**src/rtl/neuron_update_scheduler_pkg.sv**
```systemverilog
// neuron_update_scheduler_pkg: FSM state encoding and default sizing for the neuron update scheduler
package neuron_update_scheduler_pkg;
   typedef enum logic [2:0] {S_IDLE, S_SCAN, S_ISSUE, S_WAIT, S_HOLD, S_FINISH} state_t;
   localparam int NUM_NEURONS_DEF = 16;
   localparam int IDX_W_DEF = 4;
   localparam int FIFO_DEPTH_DEF = 4;
   localparam int TS_W_DEF = 16;
endpackage

```
**src/rtl/neuron_update_scheduler_if.sv**
```systemverilog
// neuron_update_scheduler_if: tick/mask control, datapath handshake and spike-event stream
interface neuron_update_scheduler_if
   import neuron_update_scheduler_pkg::*;
#(
   parameter int NUM_NEURONS = NUM_NEURONS_DEF,
   parameter int IDX_W = IDX_W_DEF,
   parameter int TS_W = TS_W_DEF
);
   logic tick;
   logic [NUM_NEURONS-1:0] enable_mask;
   logic dp_start;
   logic [IDX_W-1:0] dp_idx;
   logic dp_done;
   logic dp_spiked;
   logic spike_valid;
   logic [IDX_W-1:0] spike_idx;
   logic [TS_W-1:0] spike_ts;
   logic spike_ready;
   logic busy;
   logic step_done;
   logic [TS_W-1:0] timestep;
   logic overrun;
   modport slave (
      input tick, enable_mask, dp_done, dp_spiked, spike_ready,
      output dp_start, dp_idx, spike_valid, spike_idx, spike_ts, busy, step_done, timestep, overrun
   );
   modport master (
      output tick, enable_mask, dp_done, dp_spiked, spike_ready,
      input dp_start, dp_idx, spike_valid, spike_idx, spike_ts, busy, step_done, timestep, overrun
   );
endinterface

```
**src/rtl/spike_event_fifo.sv**
```systemverilog
// spike_event_fifo: first-word-fall-through FIFO holding {timestep, index} spike events
module spike_event_fifo #(
   parameter int DW = 20,
   parameter int DEPTH = 4
) (
   input  logic clk,
   input  logic rst_n,
   input  logic push,
   input  logic [DW-1:0] din,
   input  logic pop,
   output logic [DW-1:0] dout,
   output logic full,
   output logic empty
);
   localparam int AW = $clog2(DEPTH);
   logic [DW-1:0] mem [DEPTH];
   logic [AW:0] wr, rd;
   // extra pointer bit tells full from empty when the addresses coincide
   assign empty = wr == rd;
   assign full = (wr[AW] != rd[AW]) && (wr[AW-1:0] == rd[AW-1:0]);
   assign dout = mem[rd[AW-1:0]];
   always_ff @(posedge clk) begin
      if (push && !full) mem[wr[AW-1:0]] <= din;
   end
   always_ff @(posedge clk or negedge rst_n) begin
      if (!rst_n) begin
         wr <= '0;
         rd <= '0;
      end else begin
         if (push && !full) wr <= wr + (AW+1)'(1);
         if (pop && !empty) rd <= rd + (AW+1)'(1);
      end
   end
endmodule

```
**src/rtl/neuron_update_scheduler.sv**
```systemverilog
// neuron_update_scheduler: walks enabled virtual neurons through one shared datapath per timestep
module neuron_update_scheduler
   import neuron_update_scheduler_pkg::*;
#(
   parameter int NUM_NEURONS = NUM_NEURONS_DEF,
   parameter int IDX_W = IDX_W_DEF,
   parameter int FIFO_DEPTH = FIFO_DEPTH_DEF,
   parameter int TS_W = TS_W_DEF
) (
   input logic clk,
   input logic rst_n,
   neuron_update_scheduler_if.slave bus
);
   state_t state;
   logic [IDX_W-1:0] idx;
   logic [TS_W-1:0] ts;
   logic dp_start, step_done, overrun;
   logic push, pop, full, empty, last, enabled, stall, advance;
   logic [TS_W+IDX_W-1:0] head;
   assign last = idx == IDX_W'(NUM_NEURONS - 1);
   assign enabled = bus.enable_mask[idx];
   assign pop = !empty && bus.spike_ready;
   // a spike that meets a full FIFO parks in HOLD; the event is still {ts, idx}
   assign stall = state == S_WAIT && bus.dp_done && bus.dp_spiked && full;
   assign advance = (state == S_WAIT && bus.dp_done && !stall) || (state == S_HOLD && !full);
   assign push = advance && (state == S_HOLD || bus.dp_spiked);
   always_ff @(posedge clk or negedge rst_n) begin
      if (!rst_n) begin
         state <= S_IDLE;
         idx <= '0;
         ts <= '0;
         dp_start <= 1'b0;
         step_done <= 1'b0;
         overrun <= 1'b0;
      end else begin
         dp_start <= state == S_SCAN && enabled;
         step_done <= last && ((state == S_SCAN && !enabled) || advance);
         if (bus.tick && state != S_IDLE) overrun <= 1'b1;
         case (state)
            S_IDLE: if (bus.tick) begin
               idx <= '0;
               state <= S_SCAN;
            end
            S_SCAN: if (enabled) state <= S_ISSUE;
               else if (last) state <= S_FINISH;
               else idx <= idx + IDX_W'(1);
            S_ISSUE: state <= S_WAIT;
            S_WAIT, S_HOLD: if (stall) state <= S_HOLD;
               else if (advance) begin
                  state <= last ? S_FINISH : S_SCAN;
                  if (!last) idx <= idx + IDX_W'(1);
               end
            S_FINISH: begin
               ts <= ts + TS_W'(1);
               state <= S_IDLE;
            end
            default: state <= S_IDLE;
         endcase
      end
   end
   spike_event_fifo #(.DW(TS_W + IDX_W), .DEPTH(FIFO_DEPTH)) u_fifo (
      .clk(clk),
      .rst_n(rst_n),
      .push(push),
      .din({ts, idx}),
      .pop(pop),
      .dout(head),
      .full(full),
      .empty(empty)
   );
   assign bus.dp_start = dp_start;
   assign bus.dp_idx = idx;
   assign bus.busy = state != S_IDLE;
   assign bus.step_done = step_done;
   assign bus.timestep = ts;
   assign bus.overrun = overrun;
   assign bus.spike_valid = !empty;
   assign {bus.spike_ts, bus.spike_idx} = empty ? '0 : head;
endmodule

```
**src/flat_wrapper.sv**
```systemverilog
// flat-port wrapper written by rule: the top's interface ports become plain ports
module neuron_update_scheduler_flat import neuron_update_scheduler_pkg::*;
#(
   parameter int NUM_NEURONS = NUM_NEURONS_DEF,
   parameter int IDX_W = IDX_W_DEF,
   parameter int FIFO_DEPTH = FIFO_DEPTH_DEF,
   parameter int TS_W = TS_W_DEF
)
  (clk, rst_n, bus_tick, bus_enable_mask, bus_dp_done, bus_dp_spiked, bus_spike_ready, bus_dp_start, bus_dp_idx, bus_spike_valid, bus_spike_idx, bus_spike_ts, bus_busy, bus_step_done, bus_timestep, bus_overrun);
  neuron_update_scheduler_if #(.NUM_NEURONS(NUM_NEURONS), .IDX_W(IDX_W), .TS_W(TS_W)) bus_i ();
  input logic clk;
  input logic rst_n;
  input wire logic [$bits(bus_i.tick)-1:0] bus_tick;
  input wire logic [$bits(bus_i.enable_mask)-1:0] bus_enable_mask;
  input wire logic [$bits(bus_i.dp_done)-1:0] bus_dp_done;
  input wire logic [$bits(bus_i.dp_spiked)-1:0] bus_dp_spiked;
  input wire logic [$bits(bus_i.spike_ready)-1:0] bus_spike_ready;
  output wire logic [$bits(bus_i.dp_start)-1:0] bus_dp_start;
  output wire logic [$bits(bus_i.dp_idx)-1:0] bus_dp_idx;
  output wire logic [$bits(bus_i.spike_valid)-1:0] bus_spike_valid;
  output wire logic [$bits(bus_i.spike_idx)-1:0] bus_spike_idx;
  output wire logic [$bits(bus_i.spike_ts)-1:0] bus_spike_ts;
  output wire logic [$bits(bus_i.busy)-1:0] bus_busy;
  output wire logic [$bits(bus_i.step_done)-1:0] bus_step_done;
  output wire logic [$bits(bus_i.timestep)-1:0] bus_timestep;
  output wire logic [$bits(bus_i.overrun)-1:0] bus_overrun;
  assign bus_i.tick = bus_tick;
  assign bus_i.enable_mask = bus_enable_mask;
  assign bus_i.dp_done = bus_dp_done;
  assign bus_i.dp_spiked = bus_dp_spiked;
  assign bus_i.spike_ready = bus_spike_ready;
  assign bus_dp_start = bus_i.dp_start;
  assign bus_dp_idx = bus_i.dp_idx;
  assign bus_spike_valid = bus_i.spike_valid;
  assign bus_spike_idx = bus_i.spike_idx;
  assign bus_spike_ts = bus_i.spike_ts;
  assign bus_busy = bus_i.busy;
  assign bus_step_done = bus_i.step_done;
  assign bus_timestep = bus_i.timestep;
  assign bus_overrun = bus_i.overrun;
  neuron_update_scheduler #(.NUM_NEURONS(NUM_NEURONS), .IDX_W(IDX_W), .FIFO_DEPTH(FIFO_DEPTH), .TS_W(TS_W)) u_core (.clk(clk), .rst_n(rst_n), .bus(bus_i));
endmodule
```
**config.mk**
```make
export PLATFORM = sky130hd
export DESIGN_NAME = neuron_update_scheduler_flat
export DESIGN_NICKNAME = d
export VERILOG_FILES = /design/src/rtl/neuron_update_scheduler_pkg.sv /design/src/rtl/neuron_update_scheduler_if.sv /design/src/rtl/spike_event_fifo.sv /design/src/rtl/neuron_update_scheduler.sv /design/src/flat_wrapper.sv
export SDC_FILE = /design/constraint.sdc
export NUM_CORES = 1
export LEC_CHECK = 0
export CAP_MARGIN = 30
export CORE_MARGIN = 2
export CORE_UTILIZATION = 39
export CTS_BUF_LIST = sky130_fd_sc_hd__clkbuf_16
export DETAILED_ROUTE_END_ITERATION = 8
export GPL_TIMING_DRIVEN = 0
export PLACE_DENSITY_LB_ADDON = 0.05
export SYNTH_ARGS = -nofsm -noshare
export SYNTH_HDL_FRONTEND = slang
export SYNTH_SLANG_ARGS = --single-unit
```
**constraint.sdc**
```tcl
create_clock -name clk -period 2.6 [get_ports clk]
set_input_delay 0.52 -clock clk [delete_from_list [all_inputs] [get_ports clk]]
set_output_delay 0.52 -clock clk [all_outputs]
set_load 0.005 [all_outputs]
```
==> Word-level counts from Yosys, hierarchy flattened <==
Memories as Yosys holds them, arrays and structs flattened.
Cells that the tools add are included.
{ "op_classes": {"n_eq_ne": 15, "n_lt_le_gt_ge": 1, "n_addsub": 4, "muxes": 18, "reduce_logical": 27} }
{ "ops": {"columns": ["cell", "n"], "rows": [
  ["two-way mux 20 bit", 1],
  ["two-way mux 4 bit", 5],
  ["two-way mux 3 bit", 6],
  ["adder 16 x 1 -> 16 bit, second input constant", 1],
  ["logical AND 1 bit", 14],
  ["case mux 3 bit (4 select lines)", 1],
  ["case mux 4 bit (3 select lines)", 1],
  ["adder 3 x 1 -> 3 bit, second input constant", 2],
  ["equality test 3 x 2 -> 1 bit, second input constant", 2],
  ["equality test 3 bit, second input constant", 2],
  ["!= test 2 bit, second input constant", 3],
  ["!= test 3 x 1 -> 1 bit, second input constant", 2],
  ["nonzero test 3 bit", 2],
  ["less-than comparator 4 x 5 -> 1 bit, second input constant", 1],
  ["AND reduction 5 bit", 1],
  ["adder 4 x 1 -> 4 bit, second input constant", 1],
  ["binary-select mux 1 bit (select 4 bit)", 1],
  ["equality test 4 bit, second input constant", 1],
  ["logical NOT 1 bit", 4],
  ["equality test 3 x 1 -> 1 bit, second input constant", 1],
  ["equality test 3 bit", 1],
  ["logical NOT 3 bit", 1],
  ["logical OR 1 bit", 3],
  ["two-way mux 1 bit", 3],
  ["other kinds (5)", 5]
]} }
{ "word_totals": {"reg_bits": 32, "ram_bits": 80, "input_bits": 22, "out_inout_bits": 45, "word_cells": 74, "mem_count": 1} }
{ "mem_list": {"columns": ["name", "words", "width", "rd", "rd_clocked_by_memory_dff", "write_ports", "line_no", "source"], "rows": [
  ["u_core.u_fifo.mem", 4, 20, 1, 0, 1, "spike_event_fifo.sv:16", "logic [DW-1:0] mem [DEPTH];"]
]} }

==> Depth between registers and ports, before layout <==
Gate-level depths: netlist (run 1).
{ "logic_depth": {"depth_word": 11, "depth_mapped": 6, "ltp_nobuf": 6} }

==> Hierarchy <==
Synthesis (run 1) repeated with hierarchy kept, for this count alone.
{ "hier_totals": {"cells_unflattened": 329, "hier_area_um2": 5052.3} }
{ "modules_own_cells": {"columns": ["module", "cells_each", "seq_area_each_um2", "instances", "area_each_um2"], "rows": [
  ["spike_event_fifo", 156, 2552.4, 1, 3380.7],
  ["neuron_update_scheduler", 173, 650.6, 1, 1671.6]
]} }

==> Worst setup path before layout (run 1) <==
OpenSTA, ideal clock, no wires.
{ "synth_path": {"path_type": "reg2reg", "start": "reg u_core.state[1]", "end": "mem u_core.u_fifo.mem[3][0] (enable)", "arrival_time_ns": 1.789, "path_slack_ns": 0.431, "stages_incl_launch_ff": 5, "n_path_buf": 0, "setup_ns": 0.380, "required_ns": 2.220, "synth_period_minus_slack_ns": 2.169, "path_cell_list": "dfrtp_1 > nor3b_1 > a31oi_1 > nor2_1 > and2_1"} }
{ "synth_via": {"elab_chain_cells": 11, "word_cells_on_any_way": 14, "classes_between": "eq/ne: 2; mux: 2; reduce/logical: 10"} }
{ "synth_lines": {"columns": ["element", "line_no", "source"], "rows": [
  ["from (decl)", "neuron_update_scheduler.sv:14", "state_t state;"],
  ["from (signal assigned)", "neuron_update_scheduler.sv:50", "state <= last ? S_FINISH : S_SCAN;"],
  ["equality test 3 x 2 -> 1 bit", "neuron_update_scheduler.sv:24, neuron_update_scheduler.sv:25", null],
  ["logical AND 1 bit", "neuron_update_scheduler.sv:24, neuron_update_scheduler.sv:25", null],
  ["logical AND 1 bit (2 in a row)", "neuron_update_scheduler.sv:24", "assign stall = state == S_WAIT && bus.dp_done && bus.dp_spiked && full;"],
  ["logical NOT 1 bit", "neuron_update_scheduler.sv:25", "assign advance = (state == S_WAIT && bus.dp_done && !stall) || (state == S_HOLD && !full);"],
  ["logical AND 1 bit", "neuron_update_scheduler.sv:25", null],
  ["logical OR 1 bit", "neuron_update_scheduler.sv:25", null],
  ["logical AND 1 bit *", "neuron_update_scheduler.sv:26", "assign push = advance && (state == S_HOLD || bus.dp_spiked);"],
  ["logical AND 1 bit *", "spike_event_fifo.sv:23", "if (push && !full) mem[wr[AW-1:0]] <= din;"],
  ["two-way mux 1 bit *", "spike_event_fifo.sv:23", null],
  ["two-way mux 1 bit (not written as such) *", "spike_event_fifo.sv:23", null],
  ["to (decl)", "spike_event_fifo.sv:16", null]
]} }
Mark *: on every way between the ends. The rest lies on a longest branch, timed or not.

==> Final worst setup path (run 1) <==
{ "layout_path": {"start": "reg u_core.u_fifo.rd[0]", "end": "out bus_spike_ts[10]"} }
{ "layout_via": {"elab_chain_cells": 2, "word_cells_on_any_way": 3, "classes_between": "eq/ne: 1; mux: 1; memory: 1"} }
{ "layout_lines": {"columns": ["element", "line_no", "source"], "rows": [
  ["from (decl)", "spike_event_fifo.sv:17", "logic [AW:0] wr, rd;"],
  ["from (signal assigned)", "spike_event_fifo.sv:31", "if (pop && !empty) rd <= rd + (AW+1)'(1);"],
  ["memory (4 x 20 bit) / equality test 3 bit (equally long branches)", null, null],
  ["two-way mux 20 bit *", "neuron_update_scheduler.sv:78", "assign {bus.spike_ts, bus.spike_idx} = empty ? '0 : head;"],
  ["to (decl)", "flat_wrapper.sv:22", "output wire logic [$bits(bus_i.spike_ts)-1:0] bus_spike_ts;"]
]} }
Marked as above.

==> results of run 1 <==
registers in the layout (all words and copies together) (netlist names):
name,flops
u_core.bus.dp_start,1
u_core.bus.step_done,1
u_core.bus.timestep,16
u_core.state,3
u_core.u_fifo.rd,3
u_core.bus.overrun,1
u_core.bus.dp_idx,4
u_core.u_fifo.mem,80
u_core.u_fifo.wr,3
through the flow:
step	hold WS (ns)	power [W]	cell area [µm²]	util, %	TNS, ns
2_1_floorplan	0.2244	0.003627	4881	-	0
3_3_place_gp	0.4451	0.004578	5752	47.49	-32.00
3_5_place_dp	0.4472	0.004630	5844	48.25	-6.822
4_1_cts	0.2825	0.006394	6365	52.55	-0.08056
5_1_grt	0.3059	0.006890	6465	53.38	-0.003200
6_report	0.2469	0.006496	6465	53.38	0
layout make-up:
cell class	instances	area, µm²	share of cell area [%]
clock buffers	9	225.2	3.484
clock inverters	6	82.58	1.277
well taps	168	210.2	3.251
repair buffers	87	943.4	14.59
inverters	6	22.52	0.3484
flip-flops and latches	112	3206	49.58
plain buffers	11	110.1	1.703
multi-input cells	178	1665	25.76
layout by cell type, fill, tap and decap left out, types with 7 or more instances in the layout:
cell / n
nor2_1: 13
and2_1: 14
dfrtp_1: 30
ha_1: 7
xnor2_1: 14
dlygate4sd2_1: 9
clkdlybuf4s50_1: 46
mux4_2: 21
buf_4: 12
nand2_1: 17
clkbuf_16: 9
edfxtp_1: 80
nand3_1: 9
what timing repair did:
item                                    4_1_cts  5_1_grt
gates cloned                                  2        0
gates resized for setup                      43       24
buffers inserted                             11        4
endpoints found under the setup margin       58       47
pin swaps                                     2        3
logic make-up after synthesis:
group                    Yosys count  share of synthesized area, %
AO/OA/AOI/OAI                     23                         3.820
adder cells (fa/ha/maj)            7                         1.794
AND/OR/NAND/NOR                   94                         10.82
flip-flops                       112                         65.62
buffers and inverters             17                         1.564
multiplexers                      32                         12.43
XOR/XNOR                          22                         3.948
routing by layer:
layer	share of wire (%)	wire, µm	up-vias
met2	50	4932	70
met1	44	4308	1410
met5	0	0	-
met4	1.8	175	0
met3	4.9	480	11
li1	-	-	1353
worst max path at each step:
stage / endpoint / slack, ns
3_3_place_gp: u_core.u_fifo.mem[3][0]$_DFFE_PP_ / -0.41
3_5_place_dp: u_core.u_fifo.mem[0][16]$_DFFE_PP_ / -0.14
6_report: bus_spike_ts[10] / 0.07
2_1_floorplan: u_core.u_fifo.mem[3][0]$_DFFE_PP_ / 0.43
5_1_grt: bus_spike_ts[6] / -0.003
4_1_cts: bus_spike_ts[13] / -0.02
critical path, cell delays in order, from the launching register on:
cell and delay, ns:
dfrtp_2 0.40, buf_12 0.15, buf_12 0.12, buf_4 0.11
mux4_2 0.47, and2_1 0.16, dlygate4sd2_1 0.25
power by group through the flow:
stage	Clock (W)	Sequential, W	Combinational, W
after detailed placement	0	0.00230	0.00233
after global routing	0.00154	0.00231	0.00304
after global placement	0	0.00230	0.00228
after floorplan	0	0.00225	0.00137
final	0.00144	0.00229	0.00277
after CTS	0.00147	0.00227	0.00265
==> out/qor.csv, run 1 <==
stage,metric,value,unit
outcome,status,finished clean,
power_and_ir_drop,clock share of power,22.1,%
worst_setup_path,Crit. End Element,output port,
worst_setup_path,Worst EP arrival,2.01,ns
power_and_ir_drop,Power Internal,0.004584,W
routing,Iter 0 DRT Violations,116,
grt,GR peak layer,met2,
cells_and_area,ratio of cells with drive above 1 in the final layout,23.96,%
power_and_ir_drop,PwrDens,1005,nW/µm²
logic_synthesis,Unique masters post-synth,48,
min_path,Hold Crit Class,in2async,
grt,met1 usage,20.02,%
sta,Slew HR,47.92,%
grt,initial antenna violation count,0,
floorplan,Die Wd,115.9,µm
worst_setup_path,R2R Path End,u_core.u_fifo.mem[2][3]$_DFFE_PP_,
cells_and_area,Syn-to-layout area delta,32.45,%
clock_tree,hold_buf cts,0,
sta,final critical-path setup slack,0.06774,ns
placement,Post-DP HPWL,6429,µm
cells_and_area,fin cells,577,
sta,Final Cycle Share,97.39,%
logic_synthesis,Yosys warning total,0,
clock_tree,"CTS clk-pin slew, worst paths",0.07,ns
logic_synthesis,synthesized instance count,307,
sta,worst slew pin tran,0.7812,ns
logic_synthesis,Synth top area share,49.22,%
worst_setup_path,Reg2Reg Setup Slack,0.26,ns
floorplan,Die Area,13430,µm²
routing,Antenna Nets Post-Route,0,
sta,Final Slew Violations,0,
sta,"Hold Vio Cnt, Final",0,
floorplan,Cell Rows,40,
job,max cap viols,0,
routing,routed length per placed instance,17.15,µm
logic_synthesis,Post-synth top cells,"edfxtp_1 (80), dfrtp_1 (32), and2_1 (24)",
routing,WL final,9896,µm
power_and_ir_drop,sequential share of power,35.2,%
worst_setup_path,CP Class,reg2out,
routing,Via density,4.929,
power_and_ir_drop,leak pwr,2.514,nW
placement,dpl ws,-0.1388,ns
cells_and_area,ANT cells,0,
power_and_ir_drop,Sw Pwr,0.001912,W
power_and_ir_drop,Logic pwr share,42.7,%
placement,placer's final routability congestion estimate,0.7247,
grt,gr usage total,16.04,%
clock_tree,Num CTS Buffers,9,
power_and_ir_drop,Sw Share,29.43,%
floorplan,Initial Util,40.30,%
power_and_ir_drop,VDD IR max,0.0004820,V
worst_setup_path,R2R Path Start,u_core.u_fifo.rd[0]$_DFFE_PN0P_,
logic_synthesis,#FFs+latches synth,112,
grt,GR Layer Usage met2,27.41,%
clock_tree,TritonCTS Sinks,112,
placement,dpl cells,545,
cells_and_area,filler cell count,1033,
logic_synthesis,leading area contributor after synthesis,edfxtp_1,
grt,largest net degree at the start of global routing,33,
sta,Tmin final,2.532,ns
grt,GRT overflow,0,
sta,max frequency,0.3949,GHz
sta,final setup fails,0,
placement,Port Buf Inserts,66,
floorplan,core area,12110,µm²
routing,drc violations,0,
clock_tree,clk buf depth,2,
grt,vias in the first global route,2877,
logic_synthesis,"EDFF count, synth",80,
routing,first-pass detailed-route iteration total,4,
logic_synthesis,synth top area cells,"edfxtp_1 (49%), dfrtp_1 (16%), mux4_2 (9.7%), and2_1 (3.1%), xnor2_1 (2.7%)",
logic_synthesis,Post-Syn Area,4881,µm²
grt,grt met3 use,4.655,%
logic_synthesis,"Seq/Total Area, Yosys",65.62,%
worst_setup_path,Critical path origin,u_core.u_fifo.rd[0]$_DFFE_PN0P_,
cells_and_area,Nets,434,
floorplan,Die Ht,115.9,µm
clock_tree,CTS tree,built,
logic_synthesis,Mapped Nets,336,
worst_setup_path,reg2reg path depth,7,
logic_synthesis,synthesized area per cell,15.90,µm²
logic_synthesis,asr flop ratio synth,28.57,%
worst_setup_path,startpoint types,flop,
worst_setup_path,crit-path max FO,5,
clock_tree,worst-skew pair later-pin latency,0.35,ns
worst_setup_path,worst path required time,2.08,ns
clock_tree,H-tree depth,3,
grt,global-route wire length before repair,15640,µm
logic_synthesis,cell with the most instances after synthesis,edfxtp_1,
floorplan,IO Count,67,
sta,clk_skew,0.007960,ns
clock_tree,CTS root buf,clkbuf_16,
routing,detailed-route via count,2844,
logic_synthesis,"Top FF cell, synth",edfxtp_1,
No activity file was read; power rests on OpenSTA's default activity.
==> run 2: changes to the inputs <==
--- a/config.mk
+++ b/config.mk
@@ -12,2 +12,3 @@
 export DETAILED_ROUTE_END_ITERATION = 8
+export GPL_ROUTABILITY_DRIVEN = 0
 export GPL_TIMING_DRIVEN = 0
--- a/constraint.sdc
+++ b/constraint.sdc
@@ -3,2 +3,2 @@
 set_output_delay 0.52 -clock clk [all_outputs]
-set_load 0.005 [all_outputs]
+set_load 0.01 [all_outputs]
==> out/qor.csv, run 2 (synthesized netlist as in run 1, its figures left out) <==
stage,metric,value,unit
clock_tree,worst-skew pair later-pin latency,0.35,ns
worst_setup_path,Crit. End Element,output port,
routing,Iter 0 DRT Violations,146,
cells_and_area,ANT cells,0,
sta,Final Cycle Share,96.77,%
routing,Via density,4.973,
grt,GRT overflow,0,
sta,clk_skew,0.007959,ns
worst_setup_path,"most used cell, CP",buf_12,
grt,vias in the first global route,2836,
routing,Antenna Nets Post-Route,0,
placement,Port Buf Inserts,66,
floorplan,Die Wd,115.9,µm
cells_and_area,ratio of cells with drive above 1 in the final layout,20.15,%
cells_and_area,share of the core filled with cells,52.27,%
clock_tree,Num CTS Buffers,9,
clock_tree,CTS root buf,clkbuf_16,
routing,WL final,9808,µm
clock_tree,"CTS clk-pin slew, worst paths",0.07,ns
grt,GR peak layer,met2,
routing,first-pass detailed-route iteration total,4,
worst_setup_path,"Slowest-stage cell, CP",mux4_2,
worst_setup_path,reg2reg path depth,8,
grt,GR Layer Usage met2,27.02,%
worst_setup_path,crit path buf inv count,3,
cells_and_area,filler cell count,1048,
power_and_ir_drop,leak pwr,2.427,nW
grt,met1 usage,20.03,%
placement,Post-DP HPWL,6429,µm
outcome,status,finished clean,
sta,worst slew pin tran,0.7710,ns
clock_tree,TritonCTS Sinks,112,
cells_and_area,Syn-to-layout area delta,29.71,%
grt,gr usage total,15.97,%
cells_and_area,Largest register FFs,80,
sta,Final Slew Violations,0,
worst_setup_path,critical path cell sequence,buf_12 -> buf_12 -> mux4_2 -> and2_1 -> dlygate4sd2_1,
worst_setup_path,worst path required time,2.08,ns
job,max cap viols,0,
routing,drc violations,0,
floorplan,Die Ht,115.9,µm
clock_tree,H-tree depth,3,
clock_tree,hold_buf cts,0,
floorplan,core area,12110,µm²
routing,detailed-route via count,2810,
grt,initial antenna violation count,0,
sta,max frequency,0.3974,GHz
worst_setup_path,Reg2Reg Setup Slack,0.26,ns
placement,dpl ws,-0.1601,ns
worst_setup_path,crit-path max FO,5,
sta,final setup fails,0,
cells_and_area,register area,3206,µm²
floorplan,Cell Rows,40,
worst_setup_path,"CP delay by family, top",buffers and inverters,
floorplan,Initial Util,40.30,%
power_and_ir_drop,PwrDens,1002,nW/µm²
worst_setup_path,CP Class,reg2out,
clock_tree,clk buf depth,2,
floorplan,IO Count,67,
cells_and_area,Multi-input gate area,1650,µm²
cells_and_area,"commonest cells after routing, fill and taps aside","edfxtp_1 (80), clkdlybuf4s50_1 (45), dfrtp_1 (30), mux4_2 (21), and2_1 (20)",
sta,Tmin final,2.516,ns
routing,routed length per placed instance,17.36,µm
worst_setup_path,startpoint types,flop,
sta,final critical-path setup slack,0.08393,ns
worst_setup_path,Worst EP arrival,2.00,ns
sta,"Hold Vio Cnt, Final",0,
worst_setup_path,Stages on worst setup path,5,
power_and_ir_drop,VDD IR max,0.0004854,V
sta,RSZ-0062 raised after global routing,no,
cells_and_area,Nets,422,
worst_setup_path,CP max stage delay,0.48,ns
floorplan,Die Area,13430,µm²
grt,grt met3 use,4.655,%
min_path,Hold Crit Class,in2async,
sta,Slew HR,48.60,%
cells_and_area,"most common cell after layout, fill and taps aside",edfxtp_1,
grt,global-route wire length before repair,15530,µm
clock_tree,CTS tree,built,
grt,largest net degree at the start of global routing,33,
## run 2: cell types whose count changed in the layout (fill, tap and decap cells not counted), sizes merged
| cell | previous run | this run |
|---|---|---|
| dlygate4sd2 | 9 | 19 |
| clkdlybuf4s50 | 46 | 45 |
| clkdlybuf4s15 | 6 | 0 |
| bufbuf | 0 | 1 |
| dlymetal6s2s | 4 | 1 |
| buf | 28 | 15 |
## run 2: final cells by class
type	count	share of cell area [%]
tap	168	3.320
clock buffer	9	3.557
sequential	112	50.63
inverter	6	0.3557
multi-input combinational	178	26.07
clock inverter	6	1.304
buffer	11	1.700
timing repair buffer	75	13.06
## run 2: power breakdown
group          internal (W)  total, W  switching [W]  leakage, nW
clock network      0.000836   0.00144       0.000605        0.153
registers           0.00210   0.00229       0.000193         1.20
logic               0.00144   0.00261        0.00118         1.07
## run 2: final timing paths
check	start	endpoint
setup reg to reg	u_core.u_fifo.rd[0]$_DFFE_PN0P_	u_core.u_fifo.wr[2]$_DFFE_PN0N_
min in group clk	u_core.bus.overrun$_DFFE_PN0P_	u_core.bus.overrun$_DFFE_PN0P_
max in group asynchronous	rst_n	u_core.u_fifo.rd[0]$_DFFE_PN0P_
hold / removal	rst_n	u_core.bus.dp_idx[0]$_DFFE_PN0P_
setup / recovery	u_core.u_fifo.rd[0]$_DFFE_PN0P_	bus_spike_idx[3]
hold reg to reg	u_core.bus.overrun$_DFFE_PN0P_	u_core.bus.overrun$_DFFE_PN0P_
## run 2: worst register-to-register path: cells and delay by family, from the launching register on
family	cells	cell delay, ns
AND/OR/NAND/NOR	3	0.98
buffers and inverters	3	0.52
flip-flops	1	0.44
XOR/XNOR	2	0.30
## run 2: metrics by stage
step | std cells | hold WS (ns) | instance area, µm² | total power, W | setup TNS (ns)
after floorplan | 307 | 0.2244 | 4881 | 0.003741 | 0
after global placement | 541 | 0.4451 | 5752 | 0.004695 | -32.67
after detailed placement | 545 | 0.4472 | 5844 | 0.004748 | -7.491
after CTS | 565 | 0.2825 | 6300 | 0.006374 | 0
after global routing | 565 | 0.3073 | 6331 | 0.006723 | 0
final | 565 | 0.2432 | 6331 | 0.006344 | 0
## run 2: timing repair
| action | CTS | global route |
|---|---|---|
| resized for setup | 44 | 7 |
| gates cloned | 2 | 0 |
| buffers inserted | 3 | 0 |
| pin swaps | 2 | 0 |
| setup endpoints to repair | 59 | 42 |
## run 2: layer usage
layer | share of wire (%) | vias up | wire length [µm]
met3 | 5.7 | 11 | 555
met4 | 1.5 | 0 | 146
met1 | 43 | 1382 | 4229
met5 | 0 | - | 0
met2 | 50 | 90 | 4876
li1 | - | 1327 | -
==> run 3: changes to the inputs <==
RECOVER_POWER = 25   (was not set)
==> results of run 3 <==
No change in the layout: final DEF, timing and power equal those of run 2.
